`src/rtl/state_context_stack_pkg.sv`:
```
// Shared definitions for the FSM context save/restore path.
// Holds the state-word width and the idle/reset state encoding used by the
// controlling FSM, the legacy single-entry save unit and the context stack.
package state_context_stack_pkg;

    // Width of one FSM check-state word.
    localparam int STATE_W = 5;

    // Encoding shown when no context is saved (also the FSM reset state).
    localparam logic [STATE_W-1:0] RESET_STATE_ENC = 5'h00;

endpackage : state_context_stack_pkg

```
`src/rtl/state_stack_ram.sv`:
```
// DEPTH x STATE_WIDTH register array holding saved context words.
// Latency: write lands on the next rising edge; read is asynchronous (0 cycles).
// Backpressure: none, the caller decides when a write is legal.
module state_stack_ram
    import state_context_stack_pkg::*;
#(
    parameter int STATE_WIDTH = STATE_W,
    parameter int DEPTH       = 4,
    parameter int AW          = $clog2(DEPTH)
) (
    input  logic                   clk_i,
    input  logic                   we_i,
    input  logic [AW-1:0]          waddr_i,
    input  logic [STATE_WIDTH-1:0] wdata_i,
    input  logic [AW-1:0]          raddr_i,
    output logic [STATE_WIDTH-1:0] rdata_o
);

    // Contents are qualified by the owner's count, so no reset is needed.
    logic [STATE_WIDTH-1:0] mem_q [DEPTH];

    // Single write port.
    always_ff @(posedge clk_i) begin
        if (we_i) begin
            mem_q[waddr_i] <= wdata_i;
        end
    end

    // Asynchronous read of the current top entry.
    assign rdata_o = mem_q[raddr_i];

endmodule : state_stack_ram

```
`src/rtl/state_context_stack.sv`:
```
// LIFO save/restore of FSM context words with full/empty status and sticky errors.
// Latency: push visible on Saved_State after 1 edge; pop result on Restore_State 1 edge later.
// Backpressure: none; push when full is dropped or overwrites oldest, pop when empty is ignored.
module state_context_stack
    import state_context_stack_pkg::*;
#(
    parameter int                   STATE_WIDTH      = STATE_W,
    parameter int                   DEPTH            = 4,
    parameter logic [STATE_WIDTH-1:0] RESET_STATE    = STATE_WIDTH'(RESET_STATE_ENC),
    parameter bit                   OVERWRITE_OLDEST = 1'b0
) (
    input  logic                         CLK,
    input  logic                         RST,
    input  logic                         Save_Enable,
    input  logic                         Restore_Enable,
    input  logic                         Clear,
    input  logic [STATE_WIDTH-1:0]       Prev_Check_State,
    output logic [STATE_WIDTH-1:0]       Saved_State,
    output logic [STATE_WIDTH-1:0]       Restore_State,
    output logic                         Restore_Valid,
    output logic [$clog2(DEPTH+1)-1:0]   Depth_Count,
    output logic                         Full,
    output logic                         Empty,
    output logic                         Overflow,
    output logic                         Underflow
);

    localparam int            CW       = $clog2(DEPTH + 1);
    localparam int            PW       = $clog2(DEPTH);
    localparam logic [CW-1:0] FULL_CNT = CW'(DEPTH);
    localparam logic [PW-1:0] LAST_PTR = PW'(DEPTH - 1);

    logic [CW-1:0]          count_q, count_d;
    logic [PW-1:0]          top_q, top_d;
    logic [STATE_WIDTH-1:0] restore_q, restore_d;
    logic                   rvld_q, rvld_d;
    logic                   ovf_q, ovf_d;
    logic                   unf_q, unf_d;

    logic                   ram_we;
    logic [PW-1:0]          ram_waddr;
    logic [STATE_WIDTH-1:0] ram_rdata;
    logic [PW-1:0]          top_inc, top_dec;
    logic                   stk_full, stk_empty;

    // Storage array; the read port always follows the top pointer.
    state_stack_ram #(
        .STATE_WIDTH (STATE_WIDTH),
        .DEPTH       (DEPTH),
        .AW          (PW)
    ) u_ram (
        .clk_i   (CLK),
        .we_i    (ram_we),
        .waddr_i (ram_waddr),
        .wdata_i (Prev_Check_State),
        .raddr_i (top_q),
        .rdata_o (ram_rdata)
    );

    // Pointer neighbours wrap explicitly because DEPTH need not be a power of two.
    always_comb begin
        top_inc = (top_q == LAST_PTR) ? '0 : top_q + 1'b1;
        top_dec = (top_q == '0) ? LAST_PTR : top_q - 1'b1;
    end

    assign stk_full  = (count_q == FULL_CNT);
    assign stk_empty = (count_q == '0);

    // Next-state decode: Clear beats push+pop, which beats push, which beats pop.
    always_comb begin
        count_d   = count_q;
        top_d     = top_q;
        restore_d = restore_q;
        rvld_d    = 1'b0;
        ovf_d     = ovf_q;
        unf_d     = unf_q;
        ram_we    = 1'b0;
        ram_waddr = top_inc;

        if (Clear) begin
            count_d = '0;
            ovf_d   = 1'b0;
            unf_d   = 1'b0;
        end else if (Save_Enable && Restore_Enable) begin
            if (stk_empty) begin
                // Nothing to return: behaves as a plain push and flags the bad pop.
                ram_we  = 1'b1;
                top_d   = top_inc;
                count_d = count_q + 1'b1;
                unf_d   = 1'b1;
            end else begin
                // Swap the top entry in place; depth is unchanged even when full.
                ram_we    = 1'b1;
                ram_waddr = top_q;
                restore_d = ram_rdata;
                rvld_d    = 1'b1;
            end
        end else if (Save_Enable) begin
            if (!stk_full) begin
                ram_we  = 1'b1;
                top_d   = top_inc;
                count_d = count_q + 1'b1;
            end else begin
                ovf_d = 1'b1;
                if (OVERWRITE_OLDEST) begin
                    // top+1 is the oldest slot when full, so the write evicts it.
                    ram_we = 1'b1;
                    top_d  = top_inc;
                end
            end
        end else if (Restore_Enable) begin
            if (!stk_empty) begin
                restore_d = ram_rdata;
                rvld_d    = 1'b1;
                count_d   = count_q - 1'b1;
                top_d     = top_dec;
            end else begin
                unf_d = 1'b1;
            end
        end
    end

    // Control state register; reset also drops any pop result in flight.
    always_ff @(posedge CLK or negedge RST) begin
        if (!RST) begin
            count_q   <= '0;
            top_q     <= LAST_PTR;
            restore_q <= RESET_STATE;
            rvld_q    <= 1'b0;
            ovf_q     <= 1'b0;
            unf_q     <= 1'b0;
        end else begin
            count_q   <= count_d;
            top_q     <= top_d;
            restore_q <= restore_d;
            rvld_q    <= rvld_d;
            ovf_q     <= ovf_d;
            unf_q     <= unf_d;
        end
    end

    // Status outputs decode registered state only.
    assign Saved_State   = stk_empty ? RESET_STATE : ram_rdata;
    assign Restore_State = restore_q;
    assign Restore_Valid = rvld_q;
    assign Depth_Count   = count_q;
    assign Full          = stk_full;
    assign Empty         = stk_empty;
    assign Overflow      = ovf_q;
    assign Underflow     = unf_q;

endmodule : state_context_stack

```
`config.mk`:
```
export PLATFORM = sky130hd
export DESIGN_NAME = state_context_stack
export DESIGN_NICKNAME = d
export VERILOG_FILES = /design/src/rtl/state_context_stack_pkg.sv /design/src/rtl/state_stack_ram.sv /design/src/rtl/state_context_stack.sv
export SDC_FILE = /design/constraint.sdc
export NUM_CORES = 1
export LEC_CHECK = 0
export ABC_AREA = 1
export ABC_CLOCK_PERIOD_IN_PS = 2800
export CAP_MARGIN = 20
export CORE_MARGIN = 5
export CORE_UTILIZATION = 52
export DETAILED_ROUTE_END_ITERATION = 10
export PLACE_DENSITY = 0.83
export SYNTH_ARGS = -nofsm -noshare
export SYNTH_HDL_FRONTEND = slang
export SYNTH_HIERARCHICAL = 1
export SYNTH_SLANG_ARGS = --single-unit
```
`constraint.sdc`:
```
create_clock -name CLK -period 2.8 [get_ports CLK]
set_input_delay 0.56 -clock CLK [delete_from_list [all_inputs] [get_ports CLK]]
set_output_delay 0.56 -clock CLK [all_outputs]
set_load 0.05 [all_outputs]
```
==> impl_results.md <==
* Primary flip-flop cell chosen by synthesis mapping: sky130_fd_sc_hd__edfxtp_1
* Post-cts hold buffer count at 0
* Final setup violation count at 0
* Clock sink total at 33
* Placement-stage cell area at 2030 µm²
* Initial DRC count at 60
* Vertical extent of the die at 67.3 µm
* Share of the cycle needed by the critical path after routing at 83.6%
* Fraction of post-synthesis cell area in the top cell type by area at 35.1%
* Total non-filler cell area in the finished layout at 2090 µm²
* Maximum ir drop on the vdd rail at 0.000499 V
* Share of post-route cells with drive strength above 1 at 12.9%
* Initial antenna violation count at 0
* Number of nets in the layout at 254
* Core Rows at 20
* Number of enable flip-flop cells after synthesis at 20
* Final global-route overflow total at 0
* Final Hold Fails at 0
* Number of diodes at 0
* Synthesized area at 1710 µm²
* Setup_tns at 0 ns
* Via count at 1,353
* Number of max-slew violations in the final report at 0
* Syn Area/Cell at 8.46 µm²
* Worst path arrival time at 1.78 ns
* Synth Register Bits at 33
* Count of synthesis-stage warnings from yosys at 6
* I/O Buffers at 27
* Most frequent cell after synthesis: sky130_fd_sc_hd__nand2_1
* All-Layer GR Usage at 16.7%
* Main area contributors after synthesis: sky130_fd_sc_hd__edfxtp_1 (35%), sky130_fd_sc_hd__dfrtp_1 (16%), sky130_fd_sc_hd__nand2_1 (14%)
* Leakage power at 1.07 nW
* HPWL after detailed placement at 2480 µm
* Endpoint required time on the critical path at 2.24 ns
* Largest net degree at the start of global routing at 16
* Final GP Congestion at 0.831
* Crit Path Category: flip-flop to output pin
* Critical Path Fanout Max at 15
* Final worst clock skew at 0.0113 ns
* Hold WC Path Type: flip-flop to flip-flop
* Endpoint kind of the worst setup timing path: output pin
* Number of nets produced by synthesis at 217
* Remaining routing DRC violations at 0
* Starting Density at 55.1%
* Headroom to the max-slew limit at 61.2%
* Distinct cell type count after synthesis at 21
* Die outline width at 67.3 µm
* Actual slew at the worst max-slew pin at 0.580 ns
* Number of global-route vias before repair at 1,237
* Final hold slack at 0.490 ns
* Max clock buf depth at 2
* Startpoint class of the critical path: flip-flop
* Antenna-violating nets left at 0
* Post-synthesis async set-or-reset flop share at 39.4%
* Clock-pin transition on the worst setup and hold timing paths at 0.10 ns
* Util after Layout at 67.3%
* CTS tree: yes
* Total iterations of the first detailed-routing run at 6
* Leading area contributor after synthesis: sky130_fd_sc_hd__edfxtp_1
* Routed wirelength normalized by instance count at 11.7 µm
* Clock Tree Root: sky130_fd_sc_hd__clkbuf_4
* Number of I/O pins at 28
* Clock Latency Late Sink at 0.33 ns
* Setup repair after global routing missed its margin: no
* Max-cap violations at 0
* Outcome: finished, final reports clean
* Layout-stage area growth over the synthesis result at 22.1%
* Detailed-route wire length at 3310 µm
* First-pass GRT wire length at 5550 µm
* Count of mapped cells out of synthesis at 202
* Post-synthesis sequential area ratio at 54.3%
* Core Box Area at 3100 µm²
* Maximum achievable frequency at 0.427 GHz
* Post-synth top cells: sky130_fd_sc_hd__nand2_1 (63), sky130_fd_sc_hd__inv_1 (41), sky130_fd_sc_hd__edfxtp_1 (20)
* Period minus WS final at 2.34 ns
* H-tree lvl count at 2
* Full die area at 4530 µm²
* Total power divided by cell area at 1100 nW/µm²
* TritonCTS Buffers at 5
* Via/cell ratio at 4.76
-- per-layer routing --
layer,routed length [µm],track usage [%],up-vias,part of all wire [%]
li1,-,-,700,-
met1,1540,20.9,615,46
met2,1550,27.2,32,47
met3,151,4.49,6,4.6
met4,70,6.84,0,2.1
met5,0,0,-,0
-- flip-flops by register name, summed over array words and instances, names as in the netlist --
register / cells
Restore_Valid: 1
top_q: 2
Underflow: 1
u_ram/mem_q: 20
Overflow: 1
Depth_Count: 3
Restore_State: 5
-- critical path, stage by stage, from the launching register on --
cell                      delay [ns]
sky130_fd_sc_hd__dfstp_2        0.54
sky130_fd_sc_hd__buf_4          0.19
sky130_fd_sc_hd__inv_2          0.12
sky130_fd_sc_hd__nand2_1        0.09
sky130_fd_sc_hd__nand3_1        0.06
sky130_fd_sc_hd__nand2_1        0.08
sky130_fd_sc_hd__inv_1          0.06
sky130_fd_sc_hd__nor2_1         0.10
sky130_fd_sc_hd__buf_4          0.20
-- cell usage in the layout, fill, tap and decap left out, drive strengths merged --
cell type	Yosys	final
nor3	4	4
clkdlybuf4s50	0	20
a21oi	3	3
dfstp	2	2
nand2	65	65
edfxtp	20	20
buf	2	11
xor2	1	1
clkinv	0	1
nand3	19	19
inv	45	45
dlymetal6s2s	0	1
nor2	14	14
dfrtp	11	11
clkbuf	0	7
o21ai	11	11
ha	5	5
-- path summary, 6_finish.rpt --
| kind | from | end | slack (ns) | cells after the start |
|---|---|---|---|---|
| setup / recovery | top_q[0] | Saved_State[1] | 0.46 | 8 |
| hold / removal | Overflow | Overflow | 0.49 | 2 |
| setup reg to reg | Depth_Count[0] | u_ram/mem_q[3][0] | 0.57 | 11 |
| hold reg to reg | Overflow | Overflow | 0.49 | 2 |
| max in group asynchronous | RST | Restore_State[4] | 1.82 | 1 |
| min in group asynchronous | RST | Depth_Count[1] | 0.59 | 1 |
-- final cells by class --
| type | instances | area, µm² |
|---|---|---|
| multi-input combinational | 122 | 589 |
| clock inverter | 1 | 5.00 |
| sequential | 33 | 928 |
| tap | 44 | 55.1 |
| inverter | 45 | 169 |
| clock buffer | 7 | 45.0 |
| fill | 278 | 1020 |
| timing repair buffer | 32 | 295 |
-- report_power, final --
group	switching (W)	leakage [nW]	internal (W)
logic	0.000905	0.696	0.000413
registers	0.0000782	0.345	0.000658
clock network	0.000148	0.0293	0.0000977
-- stage by stage --
stage          cells  power, W  setup slack (ns)
3_5_place_dp     276   0.00207             0.305
6_report         284   0.00230             0.460
2_1_floorplan    202   0.00169            0.0336
3_3_place_gp     276   0.00205             0.358
4_1_cts          284   0.00233             0.104
5_1_grt          284   0.00248             0.307
-- logic make-up after synthesis --
family                     synth area share [%]
xor gates and xnor gates                  0.513
DFF                                        54.3
adders and majority gates                  3.66
buffers and inverters                      11.2
and+or+nand+nor                            26.0
AOI/OAI and AO/OA                          4.32
-- what timing repair did --
action                                  4_1_cts  5_1_grt
endpoints found under the setup margin        0        1
gates resized for setup                       0        1
setup buffers                                 0        0
(Power assumes the default switching activity.)
